### src/rtl/column_shift_loader.sv
// Triangular column shift-register loader: WIDTH beats fill a frame, which is then held until the consumer takes it.
// Optional feature: define SHREG_COL_PARITY_EN for per-column parity registers (col_parity is tied to 0 otherwise).
module column_shift_loader #(
    parameter  int WIDTH = 28,
    localparam int COLS  = 2*WIDTH-1,
    localparam int TOTAL = WIDTH*WIDTH,
    localparam int CW    = $clog2(WIDTH+1)
) (
    input  logic             clk,
    input  logic             rst,
    input  logic             flush,
    input  logic             in_valid,
    input  logic [COLS-1:0]  in_bits,
    output logic             in_ready,
    output logic [TOTAL-1:0] col_bits,
    output logic             out_valid,
    input  logic             out_ready,
    output logic [CW-1:0]    beat_cnt,
    output logic [COLS-1:0]  col_parity
);

    // state | meaning
    // FILL  | accepting beats, beat_cnt < WIDTH
    // HOLD  | complete frame presented, waiting for out_ready
    typedef enum logic {FILL = 1'b0, HOLD = 1'b1} state_t;

    function automatic int col_h(input int c);
        return (c+1 < COLS-c) ? c+1 : COLS-c;
    endfunction

    function automatic int col_base(input int c);
        int s;
        s = 0;
        for (int k = 0; k < c; k++) s += col_h(k);
        return s;
    endfunction

    state_t           state_q, state_d;
    logic [TOTAL-1:0] col_q, col_d;
    logic [CW-1:0]    cnt_q, cnt_d;
    logic [TOTAL-1:0] shifted;
    logic             accept;

`ifdef SHREG_COL_PARITY_EN
    logic [COLS-1:0]  par_shift, par_d, par_q;
`endif

    // Each column inserts its new bit at the bottom and drops its top bit.
    for (genvar c = 0; c < COLS; c++) begin : g_col
        localparam int H = col_h(c);
        localparam int B = col_base(c);
        if (H == 1) begin : g_one
            assign shifted[B] = in_bits[c];
        end else begin : g_many
            assign shifted[B +: H] = {col_q[B +: H-1], in_bits[c]};
        end
`ifdef SHREG_COL_PARITY_EN
        assign par_shift[c] = ^shifted[B +: H];
`endif
    end

    assign accept = in_valid && (state_q == FILL);

    always_ff @(posedge clk) begin
        if (rst) begin
            state_q <= FILL;
            col_q   <= '0;
            cnt_q   <= '0;
        end else begin
            state_q <= state_d;
            col_q   <= col_d;
            cnt_q   <= cnt_d;
        end
    end

    always_comb begin
        state_d = state_q;
        if (flush) begin
            state_d = FILL;
        end else begin
            case (state_q)
                FILL:    if (in_valid && cnt_q == CW'(WIDTH-1)) state_d = HOLD;
                HOLD:    if (out_ready) state_d = FILL;
                default: state_d = FILL;
            endcase
        end
    end

    always_comb begin
        in_ready  = (state_q == FILL);
        out_valid = (state_q == HOLD);
    end

    // flush outranks both a same-cycle beat and a same-cycle handshake.
    always_comb begin
        col_d = col_q;
        cnt_d = cnt_q;
        if (flush) begin
            col_d = '0;
            cnt_d = '0;
        end else if (accept) begin
            col_d = shifted;
            cnt_d = cnt_q + CW'(1);
        end else if (state_q == HOLD && out_ready) begin
            cnt_d = '0;
        end
    end

`ifdef SHREG_COL_PARITY_EN
    always_comb begin
        par_d = par_q;
        if (flush)       par_d = '0;
        else if (accept) par_d = par_shift;
    end

    always_ff @(posedge clk) begin
        if (rst) par_q <= '0;
        else     par_q <= par_d;
    end

    assign col_parity = par_q;
`else
    assign col_parity = '0;
`endif

    assign col_bits = col_q;
    assign beat_cnt = cnt_q;

endmodule

### config.mk
export PLATFORM = sky130hd
export DESIGN_NAME = column_shift_loader
export DESIGN_NICKNAME = d
export VERILOG_FILES = /design/src/rtl/column_shift_loader.sv
export SDC_FILE = /design/constraint.sdc
export NUM_CORES = 2
export LEC_CHECK = 0
export BUFFER_PORTS_ARGS = -buffer_cell sky130_fd_sc_hd__buf_2
export CAP_MARGIN = 40
export CORE_AREA = 2 2 348 350
export DETAILED_ROUTE_END_ITERATION = 6
export DIE_AREA = 0 0 350 352
export GPL_ROUTABILITY_DRIVEN = 0
export PLACE_DENSITY = 0.49
export SLEW_MARGIN = 20
export SYNTH_ARGS = -nofsm -noshare
export SYNTH_HDL_FRONTEND = slang
export SYNTH_SLANG_ARGS = --single-unit
export TNS_END_PERCENT = 1
### constraint.sdc
create_clock -name clk -period 1.7 [get_ports clk]
set_input_delay 0.34 -clock clk [delete_from_list [all_inputs] [get_ports clk]]
set_output_delay 0.34 -clock clk [all_outputs]
set_load 0.05 [all_outputs]
==> qor.csv <==
stage;metric;value;unit
status;status;completed;
place;dpl.hpwl;68700;µm
drt;first_iter_violations;1534;
drt;vias_per_cell;4.25;
global_route;grt.total_usage;14.8;%
layout;syn2layout_area_growth;41.5;%
floorplan;die_w;350;µm
drt;drc_errors;0;
layout;finish.utilization;32.7;%
global_route;grt_max_degree;76;
sta;hold_ws;0.0240;ns
sta;tightest_slew;0.500;ns
power_and_ir_drop;peakVddDrop;0.749;mV
yosys;syn_avg_cell_area;7.90;µm²
floorplan;core;119000;µm²
clocking;tritoncts;yes;
yosys;synth_xor_area_share;0;%
drt;routed_wl;95700;µm
clocking;cts_made_buffers;89;
yosys;ys_types;25;
sta;max_slew_margin;65.7;%
clocking;clock-sinks;790;
global_route;met2_usage;24.9;%
yosys;yosys_warnings;0;
worst_setup_path;worst_setup_path_start_kind;flip-flop;
yosys;synth_area;27600;µm²
floorplan;io_pins;906;
yosys;synth_top_family_by_area;simple AND/OR/NAND/NOR gates;
worst_setup_path;path_class;flip-flop to flip-flop;
clocking;root_buffer;clkbuf_16;
run;cap_violations;0;
yosys;synth_cells;3489;
yosys;ys_ff_latch;790;
worst_setup_path;worstPathRequired;2.28;ns
global_route;use_met1;17.2;%
clocking;clkLatencyLatePin;0.67;ns
yosys;synth_mux_area_share;0.0726;%
place;placed_area;33600;µm²
sta;rsz0062_at_grt;yes;
sta;max_freq;611;MHz
power_and_ir_drop;p_leak;14.6;nW
worst_setup_path;crit_path_end_kind;flip-flop;
drt;wire_per_inst;15.9;µm
sta;clock-skew-final;0.0333;ns
sta;finalSetupViolCount;0;
power_and_ir_drop;power_density;1020;nW/µm²
floorplan;die_area;123000;µm²
drt;ant_nets;0;
drt;vias;25500;
worst_setup_path;worstPathMaxFanout;54;
place;io_buffer_count;850;
worst_hold_path;hp-class;input pin to flip-flop;
sta;drv_slew;0;
layout;nets;4393;
sta;period_share;96.3;%
yosys;synth-seq-area-share;57.3;%
worst_setup_path;arrival;2.22;ns
layout;drive_gt1_share;25.8;%
drt;first_pass_iters;5;
floorplan;fp.dieH;352;µm
global_route;gr-usage-met3;5.00;%
yosys;synth-simple-area-share;21.7;%
layout;final_area;39000;µm²
clocking;cts_htree_levels;3;
sta;finalCriticalPeriod;1.64;ns
global_route;antenna_found_initial;3;
floorplan;initial_utilization;23.1;%
global_route;grt_pass1_wl;145000;µm
floorplan;fp-row-count;127;
global_route;grt_pass1_vias;23900;
yosys;synth_fa_ha_area_share;0.0454;%
global_route;busiest_layer;met2;
sta;totalNegativeSetupSlack;0;ns
global_route;overflow;0;
layout;num-fill-cells;12800;
clocking;clk_pin_slew;0.06;ns
yosys;synth-compound-area-share;14.4;%
clocking;cts_buffer_depth;3;
sta;hold_viol;0;
place;place_inst;5799;
layout;finalNonFillerCells;6007;
power by group:
group | switching [mW] | internal [mW] | total [mW]
combinational | 1.56 | 0.538 | 2.10
sequential | 0.0504 | 18.6 | 18.6
clock | 8.02 | 11.1 | 19.1
total | 9.63 | 30.2 | 39.8
cell families (layout without fill, tap and decap cells):
| group | count (synthesis) | in the layout |
|---|---|---|
| flops | 790 | 790 |
| simple gates | 1583 | 1583 |
| mux | 2 | 2 |
| fa+ha+maj | 1 | 1 |
| other cells | 1 | 57 |
| buf+inv | 321 | 1171 |
| compound gates | 791 | 791 |
metrics by stage:
stage	power, mW	setup WS (ns)
2_1_floorplan	20.5	0.143
3_3_place_gp	21.0	0.0386
3_5_place_dp	21.0	0.0229
4_1_cts	40.5	-0.0451
5_1_grt	41.3	-0.0310
6_report	39.8	0.0622
flip-flops by register name, summed over array words and instances, names as in the netlist:
name,cells
out_valid,1
col_bits,784
beat_cnt,5
repair_timing:
action / 4_1_cts / 5_1_grt
gates resized for setup: 588 / 163
setup endpoints to repair: 513 / 313
endpoints found under the hold margin: 55 / 0
hold buffers: 54 / 0
setup buffers: 1 / 0
synthesized netlist by cell type:
| cell type | number | share of area (%) |
|---|---|---|
| a31oi_1 | 1 | 0.023 |
| conb_1 | 1 | 0.014 |
| or2_2 | 1 | 0.023 |
| or3_1 | 1 | 0.023 |
| nand3_1 | 3 | 0.054 |
| nand3b_1 | 2 | 0.054 |
| buf_2 | 115 | 2.1 |
| a22oi_1 | 1 | 0.027 |
| buf_6 | 6 | 0.24 |
| mux2i_1 | 2 | 0.073 |
| nor3b_1 | 1 | 0.027 |
| nor2_1 | 2 | 0.027 |
| dfxtp_1 | 790 | 57 |
| nand2_1 | 1569 | 21 |
| nor2b_1 | 1 | 0.023 |
| clkbuf_2 | 1 | 0.018 |
| a21oi_1 | 787 | 14 |
| o21ai_0 | 1 | 0.018 |
| buf_4 | 104 | 2.8 |
| and4b_1 | 1 | 0.036 |
| nand2b_1 | 2 | 0.045 |
| ha_1 | 1 | 0.045 |
| clkbuf_1 | 93 | 1.3 |
| a221o_1 | 1 | 0.036 |
| inv_1 | 2 | 0.027 |
per-layer routing:
layer | up-vias | part of all wire, %
met2 | 740 | 49
met4 | 0 | 3.3
met1 | 11900 | 40
met3 | 161 | 8.1
met5 | - | 0
li1 | 12800 | -
layout by cell type (no fill, tap or decap), types with 2 or more instances in the layout:
cell type / instances
buf_16: 3
clkbuf_1: 21
mux2i_1: 2
clkinv_2: 10
buf_2: 206
dlygate4sd3_1: 54
clkinv_16: 2
bufinv_16: 3
a21oi_2: 10
diode_2: 2
a21oi_1: 777
buf_4: 523
inv_16: 2
dfxtp_2: 25
clkinv_4: 3
conb_1: 55
nand3b_1: 2
buf_6: 66
nand3_1: 3
inv_1: 2
clkbuf_8: 18
buf_12: 36
clkbuf_16: 91
dfxtp_1: 764
nor2_1: 2
nand2_1: 1569
clkbuf_4: 129
final timing paths:
path	from	endpoint	slack, ns	cells after the start
setup / recovery	out_valid$_SDFF_PP0_	col_bits[681]$_SDFFE_PP0P_	0.06	6
hold / removal	in_bits[50]	col_bits[769]$_SDFFE_PP0P_	0.02	3
setup reg to reg	out_valid$_SDFF_PP0_	col_bits[681]$_SDFFE_PP0P_	0.06	6
hold reg to reg	col_bits[414]$_SDFFE_PP0P_	col_bits[415]$_SDFFE_PP0P_	0.44	2
worst max-delay path: stages (launching register included):
cell and delay [ns]:
dfxtp_4 0.36, buf_6 0.14, nor2b_4 0.21, buf_12 0.23
buf_16 0.26, nand2_1 0.10, a21oi_2 0.13
cell type report:
cell class              count  area [µm²]  area share, %
inverters                   2        7.51         0.0192
clock buffers             130        2600           6.67
clock inverters            22         290          0.744
diodes                      2        5.00         0.0128
repair buffers           1017        8010           20.5
flip-flops and latches    790       15900           40.6
well taps                1612        2020           5.17
multi-input cells        2432       10200           26.2
Power figures use the tool's default switching activity.
